==> config.mk <==
export PLATFORM = sky130hd
export DESIGN_NAME = imem_loader
export DESIGN_NICKNAME = d
export VERILOG_FILES = /design/src/rtl/imem_loader.sv
export SDC_FILE = /design/constraint.sdc
export NUM_CORES = 1
export LEC_CHECK = 0
export BUFFER_PORTS_ARGS = -buffer_cell sky130_fd_sc_hd__buf_4
export CORE_MARGIN = 3
export CORE_UTILIZATION = 45
export CTS_CLUSTER_SIZE = 20
export DETAILED_ROUTE_END_ITERATION = 12
export PLACE_DENSITY = 0.66
export SYNTH_ARGS = -nofsm -noshare
export SYNTH_HDL_FRONTEND = slang
export SYNTH_SLANG_ARGS = --single-unit
==> constraint.sdc <==
create_clock -name clk -period 5.05 [get_ports clk]
set_clock_uncertainty 0.15 [all_clocks]
set_input_delay 1.515 -clock clk [delete_from_list [all_inputs] [get_ports clk]]
set_output_delay 1.515 -clock clk [all_outputs]
set_load 0.01 [all_outputs]
==> src/rtl/imem_loader.sv <==
// Byte-stream loader for the instruction memory: a 16-bit little-endian word count,
// then that many little-endian 32-bit words. The core is held in reset while a load runs.
module imem_loader #(
   parameter int DEPTH    = 128,
   parameter bit AUTO_RUN = 1'b0
) (
   input  logic        clk,
   input  logic        rst_n,
   input  logic        start,
   input  logic        in_valid,
   input  logic [7:0]  in_data,
   output logic        in_ready,
   output logic        WE,
   output logic [31:0] WA,
   output logic [31:0] WD,
   output logic        cpu_rst_n,
   output logic        busy,
   output logic        done,
   output logic        err,
   output logic [15:0] word_cnt,
   output logic [2:0]  dbg_state
);

   typedef enum logic [2:0] {
      S_IDLE  = 3'd0,
      S_LEN0  = 3'd1,
      S_LEN1  = 3'd2,
      S_DATA  = 3'd3,
      S_WRITE = 3'd4,
      S_DONE  = 3'd5,
      S_ERROR = 3'd6
   } state_t;

   state_t      state_q, state_d;
   logic [15:0] len_q, len_d;
   logic [1:0]  byte_idx_q, byte_idx_d;
   logic [31:0] word_q, word_d;
   logic [15:0] word_cnt_q, word_cnt_d;
   logic        we_q, we_d;
   logic [31:0] wa_q, wa_d;
   logic [31:0] wd_q, wd_d;
   logic        in_ready_q, in_ready_d;
   logic        busy_q, busy_d;
   logic        done_q, done_d;
   logic        err_q, err_d;
   logic        cpu_rst_n_q, cpu_rst_n_d;

   logic        xfer;
   logic [15:0] new_len;
   logic [31:0] word_nxt;
   logic [15:0] cnt_inc;

   // Handshake: a byte moves on a rising edge when in_valid and in_ready are both high
   // in the cycle before it. in_ready is a registered function of the state only.
   always_comb begin
      xfer     = in_valid & in_ready_q;
      new_len  = {in_data, len_q[7:0]};
      word_nxt = word_q;
      word_nxt[{byte_idx_q, 3'b000} +: 8] = in_data;
      cnt_inc  = word_cnt_q + 16'd1;

      state_d     = state_q;
      len_d       = len_q;
      byte_idx_d  = byte_idx_q;
      word_d      = word_q;
      word_cnt_d  = word_cnt_q;
      we_d        = 1'b0;
      wa_d        = wa_q;
      wd_d        = wd_q;
      busy_d      = busy_q;
      done_d      = done_q;
      err_d       = err_q;
      cpu_rst_n_d = cpu_rst_n_q;

      case (state_q)
         S_IDLE, S_DONE, S_ERROR: begin
            if (start) begin
               state_d     = S_LEN0;
               cpu_rst_n_d = 1'b0;
               busy_d      = 1'b1;
               done_d      = 1'b0;
               err_d       = 1'b0;
               word_cnt_d  = 16'd0;
            end
         end
         S_LEN0: begin
            if (xfer) begin
               len_d[7:0] = in_data;
               state_d    = S_LEN1;
            end
         end
         S_LEN1: begin
            if (xfer) begin
               len_d = new_len;
               if (new_len == 16'd0) begin
                  state_d     = S_DONE;
                  busy_d      = 1'b0;
                  done_d      = 1'b1;
                  cpu_rst_n_d = 1'b1;
               end else if (new_len > 16'(DEPTH)) begin
                  state_d = S_ERROR;
                  busy_d  = 1'b0;
                  err_d   = 1'b1;
               end else begin
                  state_d    = S_DATA;
                  byte_idx_d = 2'd0;
               end
            end
         end
         S_DATA: begin
            if (xfer) begin
               word_d     = word_nxt;
               byte_idx_d = byte_idx_q + 2'd1;
               // The write strobe and address/data are loaded as WRITE is entered.
               if (byte_idx_q == 2'd3) begin
                  state_d = S_WRITE;
                  we_d    = 1'b1;
                  wa_d    = {14'd0, word_cnt_q, 2'b00};
                  wd_d    = word_nxt;
               end
            end
         end
         S_WRITE: begin
            word_cnt_d = cnt_inc;
            if (cnt_inc == len_q) begin
               state_d     = S_DONE;
               busy_d      = 1'b0;
               done_d      = 1'b1;
               cpu_rst_n_d = 1'b1;
            end else begin
               state_d = S_DATA;
            end
         end
         default: state_d = S_IDLE;
      endcase

      in_ready_d = (state_d == S_LEN0) || (state_d == S_LEN1) || (state_d == S_DATA);
   end

   always_ff @(posedge clk or negedge rst_n) begin
      if (!rst_n) begin
         state_q     <= S_IDLE;
         len_q       <= 16'd0;
         byte_idx_q  <= 2'd0;
         word_q      <= 32'd0;
         word_cnt_q  <= 16'd0;
         we_q        <= 1'b0;
         wa_q        <= 32'd0;
         wd_q        <= 32'd0;
         in_ready_q  <= 1'b0;
         busy_q      <= 1'b0;
         done_q      <= 1'b0;
         err_q       <= 1'b0;
         cpu_rst_n_q <= AUTO_RUN;
      end else begin
         state_q     <= state_d;
         len_q       <= len_d;
         byte_idx_q  <= byte_idx_d;
         word_q      <= word_d;
         word_cnt_q  <= word_cnt_d;
         we_q        <= we_d;
         wa_q        <= wa_d;
         wd_q        <= wd_d;
         in_ready_q  <= in_ready_d;
         busy_q      <= busy_d;
         done_q      <= done_d;
         err_q       <= err_d;
         cpu_rst_n_q <= cpu_rst_n_d;
      end
   end

   assign in_ready  = in_ready_q;
   assign WE        = we_q;
   assign WA        = wa_q;
   assign WD        = wd_q;
   assign cpu_rst_n = cpu_rst_n_q;
   assign busy      = busy_q;
   assign done      = done_q;
   assign err       = err_q;
   assign word_cnt  = word_cnt_q;
   assign dbg_state = state_q;

endmodule
Yosys cells after proc, flatten, opt, wreduce, memory -nomap -nowiden
Cells that the tools add are included.

word-level totals
  bits of input ports = 12
  register bits after elaboration = 122
  word-level logic and storage cells = 96

cells by class
  $add $sub $neg = 3
  mux-type cells = 37
  bitwise gates (word level) = 2
  equality and inequality tests = 20
  reductions and logical operators = 18
  order comparisons = 1
  shift operators = 2

operators by type and width
  operator                                               number
  bitwise mux 32 bit                                     1
  case mux 16 bit (2 select lines)                       1
  variable shift 8 x 7 -> 32 bit (first input constant)  1
  indexed part select 8 x 7 -> 32 bit                    1
  2-to-1 mux 3 bit                                       8
  AND reduction 5 bit                                    4
  adder 16 x 1 -> 16 bit (second input constant)         1
  == test 16 bit                                         1
  > comparator 16 x 8 -> 1 bit (second input constant)   1
  logical NOT 16 bit                                     1
  2-to-1 mux 16 bit                                      1
  inequality test 2 bit (second input constant)          8
  case mux 8 bit (2 select lines)                        1
  2-to-1 mux 1 bit                                       15
  case mux 3 bit (5 select lines)                        1
  == test 3 x 2 -> 1 bit (second input constant)         4
  == test 3 bit (second input constant)                  3
  2-to-1 mux 2 bit                                       4
  2-to-1 mux 8 bit                                       1
  negator 5 -> 7 bit                                     1
  == test 3 x 1 -> 1 bit (second input constant)         2
  case mux 1 bit (3 select lines)                        2
  AND reduction 2 bit                                    3
  AND reduction 3 bit                                    2
  other kinds (12)                                       15

Depth between registers and ports, before layout
  depth after elaboration = 8
  mapped depth = 8
  mapped depth without buffers = 7

Worst setup path before layout
Ideal clock, no wire load.

  path type = in2reg
  start point = input port in_valid
  end point = register wd_q[24] (netlist: WD[24])
  stages on the path = 8
  data arrival time = 2.886 ns
  setup time = 0.076 ns
  buffers on the path = 2
  slack = 1.938 ns
  data required time = 4.824 ns
  path through = and3b_1 -> and3_1 -> clkbuf_1 -> nand2_1 -> inv_2 -> clkbuf_1 -> nor2_1 -> nor2_1

on the way
  word-level cells in the longest chain between the ends = 2

ends and longest elaborated chain
  what                                  line  source
  start, declared                       10    input logic in_valid,
  bitwise AND 1 bit                     56    xfer = in_valid & in_ready_q;
  AND reduction 3 bit (no source line)  --
  end signal, assigned                  163   wd_q <= wd_d;
  end, declared                         41    logic [31:0] wd_q, wd_d;

Every way passes these cells.
A chain may end at the register's enable or synchronous reset.

Worst setup path in the final report
  start point = input port in_valid
  end point = register state_q[2] (netlist: dbg_state[2])

on the way
  word-level cells in the longest chain between the ends = 3

ends and longest elaborated chain
  what                                 line         source
  bitwise AND 1 bit (*)                56
  2-to-1 mux 3 bit (on tied branches)  111, 87, 93
  case mux 3 bit (5 select lines) (*)  75           case (state_q)
  net state_d[2]                       34           state_t state_q, state_d;
  end signal, assigned                 156          state_q <= state_d;
  end, declared                        34

Mark *: on every way through the listed nets, which the timed path passes. The rest lies on a longest branch.

==> metrics.md <==
| Metric | Value |
|---|---|
| Hold slack | 0.3258 ns |
| Root Buffer | clkbuf_16 |
| Leakage | 3.430 nW |
| Ys Warns | 0 |
| Area delta synth->final | 23.14% |
| Placer congestion estimate | 0.9333 |
| # fillers | 1115 |
| RSZ-0062 raised after global routing | no |
| Syn Inst Count | 601 |
| DRC | 0 |
| Clock-pin slew on the worst setup and hold paths | 0.05 ns |
| Setup CP Type | in -> reg |
| Sequential cell area | 3053 um2 |
| # resized after CTS | 0 |
| Busiest grt layer | met2 |
| Hold endpoint | WA[9]$_DFFE_PN0P_ |
| Peak Freq | 320.1 MHz |
| WP data arrival | 3.29 ns |
| Ant diodes | 0 |
| Post-synth top cells | 122 x dfrtp_1, 85 x nor2_1, 66 x nand2_1, 33 x a22o_1, 33 x o21ai_0 |
| DR pass1 iterations | 8 |
| Min-Delay Startpoint | WA[9]$_DFFE_PN0P_ |
| Buffers on Ports | 84 |
| Prevailing post-synth register cell | dfrtp_1 |
| Max-slew violations | 0 |
| H-Tree Depth | 4 |
| DP Wirelength | 9878 um |
| #FFs+latches synth | 122 |
| Setup TNS | 0 ns |
| Synth top area share | 51.20% |
| Post-CTS setup buffers | 0 |
| Total gr overflow | 0 |
| Core ar. | 12770 um2 |
| Reg2reg end | dbg_state[1]$_DFF_PN0_ |
| Max_slew headroom | 26.95% |
| Status | finished clean |
| Clk Latency, worst-skew pair | 0.42 ns |
| NumNets Final | 689 |
| Initial detailed-routing violation count | 320 |
| # IOs | 101 |
| Yosys top cell by area | dfrtp_1 |
| Startpoint Class | input pin |
| Die height | 121.1 um |
| Sequential fraction of the synthesis area | 51.20% |
| Worst-case clock buffer depth | 2 |
| Antenna viol nets, final | 0 |
| Post-synth cell types | 58 |
| Largest net degree at the start of global routing | 66 |
| Least-Margin Pin Slew | 1.087 ns |
| Worst Hold Class | reg -> reg |
| Final Hold Viols | 0 |
| Post-Syn Area | 5963 um2 |
| Reg2reg path depth | 7 |
| Grt met3 use | 5.501% |
| Via count | 4870 |
| Ys async rst share | 100.0% |
| Total Routing Usage GR | 21.73% |
| Vias in the first global route | 4792 |
| Drt wl/cell | 17.55 um |
| Drt total wl | 15000 um |
| Largest cells by area after synthesis | dfrtp_1 51%, nor2_1 5.4%, a22o_1 4.8%, a221oi_1 4.7%, nand2_1 4.2% |
| Sink Count | 122 |
| Footprint of the multi-input gates | 2619 um2 |
| Required time of the worst setup path | 5.21 ns |
| Syn avg cell area | 9.922 um2 |
| Met2 GRT Util | 34.07% |
| Crit path time final | 3.124 ns |
| Hold buffer count at cts | 0 |
| Worst vdd ir | 0.0003335 V |
| TritonCTS clock tree | yes |
| Most frequent cell after synthesis | dfrtp_1 |
| DR vias/cell | 5.696 |
| Die ar. | 14670 um2 |
| Reg2reg setup slack | 2.00 ns |
| DIE WIDTH | 121.1 um |
| P per Cell Area | 648.5 nW/um2 |
| Tcrit/Tclk final | 61.87% |
| Post-synth EDFFs | 0 |
| Worst hold path depth | 2 |
| Initial Util | 46.68% |
| Num CTS Buffers | 17 |
| Reg-to-reg startpoint | word_cnt[0]$_DFFE_PN0P_ |
| Row count | 41 |
| Final setup fails | 0 |
| Initial antenna violation count | 0 |
| Grt met1 use | 29.38% |
| Worst Path Max Fanout | 53 |
| First-pass GRT wire length | 25030 um |
| Critical Path Sink Type | register |
| Max Cap Viol | 0 |
| Share of cells above drive strength 1 | 21.52% |
## state kept, by name, indices dropped and copies added, names as in the netlist
name	flops
dbg_state	3
cpu_rst_n	1
WD	32
len_q	16
word_q	32
busy	1
word_cnt	16
err	1
WA	16
in_ready	1
WE	1
byte_idx_q	2
## report_power, final
group / internal (mW) / total (mW) / switching [mW]
Sequential: 1.36 / 1.75 / 0.390
Clock: 1.01 / 1.46 / 0.444
Combinational: 0.763 / 1.55 / 0.790
Total: 3.14 / 4.76 / 1.62
## per-stage QoR
step                      instance area [um2]  utilization, %  worst slack [ns]  total power, mW  std cells
after global routing                     7343           57.49             1.748            5.064        855
after detailed placement                 6635           51.94             1.495            3.310        823
after CTS                                7343           57.49             1.939            4.788        855
after global placement                   6635           51.94             1.562            3.262        823
final                                    7343           57.49             1.926            4.762        855
after floorplan                          6020               -             1.938            2.685        616
## logic make-up after synthesis
| logic type | after synthesis | synth area share (%) |
|---|---|---|
| and+or+nand+nor | 216 | 16.95 |
| AOI/OAI and AO/OA | 149 | 18.86 |
| DFF | 122 | 51.20 |
| buffers and inverters | 72 | 5.833 |
| xor gates and xnor gates | 19 | 2.791 |
| muxes | 15 | 2.833 |
| adders and majority gates | 7 | 1.469 |
| other | 1 | 0.06289 |
## placed cells by master (no fill, tap or decap), drive strengths merged, types with 15 or more instances in the layout
| master | Yosys | layout |
|---|---|---|
| a221oi | 32 | 32 |
| a22o | 33 | 33 |
| buf | 24 | 89 |
| clkbuf | 30 | 20 |
| conb | 1 | 16 |
| dfrtp | 122 | 122 |
| inv | 15 | 15 |
| mux2 | 15 | 15 |
| nand2 | 66 | 66 |
| nor2 | 85 | 85 |
| o21ai | 34 | 34 |
## how the worst max path moves through the flow
stage	start	endpoint
floorplan	in_valid	WD[24]$_DFFE_PN0P_
global placement	in_valid	dbg_state[2]$_DFF_PN0_
detailed placement	in_valid	dbg_state[2]$_DFF_PN0_
CTS	in_valid	dbg_state[2]$_DFF_PN0_
global route	in_valid	WD[17]$_DFFE_PN0P_
finish	in_valid	dbg_state[2]$_DFF_PN0_
## area by class of cell
cell class,count,share of cell area [%]
clock inverters,12,3.288
multi-input cells,422,35.66
repair buffers,89,9.269
inverters,18,0.9201
clock buffers,20,6.355
flip-flops and latches,122,41.57
well taps,172,2.931
## per-layer routing
| metal | vias up | wire (um) |
|---|---|---|
| li1 | 2278 | - |
| met5 | - | 0 |
| met4 | 0 | 227 |
| met1 | 2377 | 6683 |
| met3 | 19 | 1026 |
| met2 | 196 | 7066 |
## worst max-delay path: stages
cell and delay (ns):
buf_4 0.11, and3b_1 0.22, and3_1 0.32, nand2_1 0.15, buf_4 0.50, o211a_1 0.26, a21bo_1 0.20
Note: power is estimated with default switching activity, not from simulation.
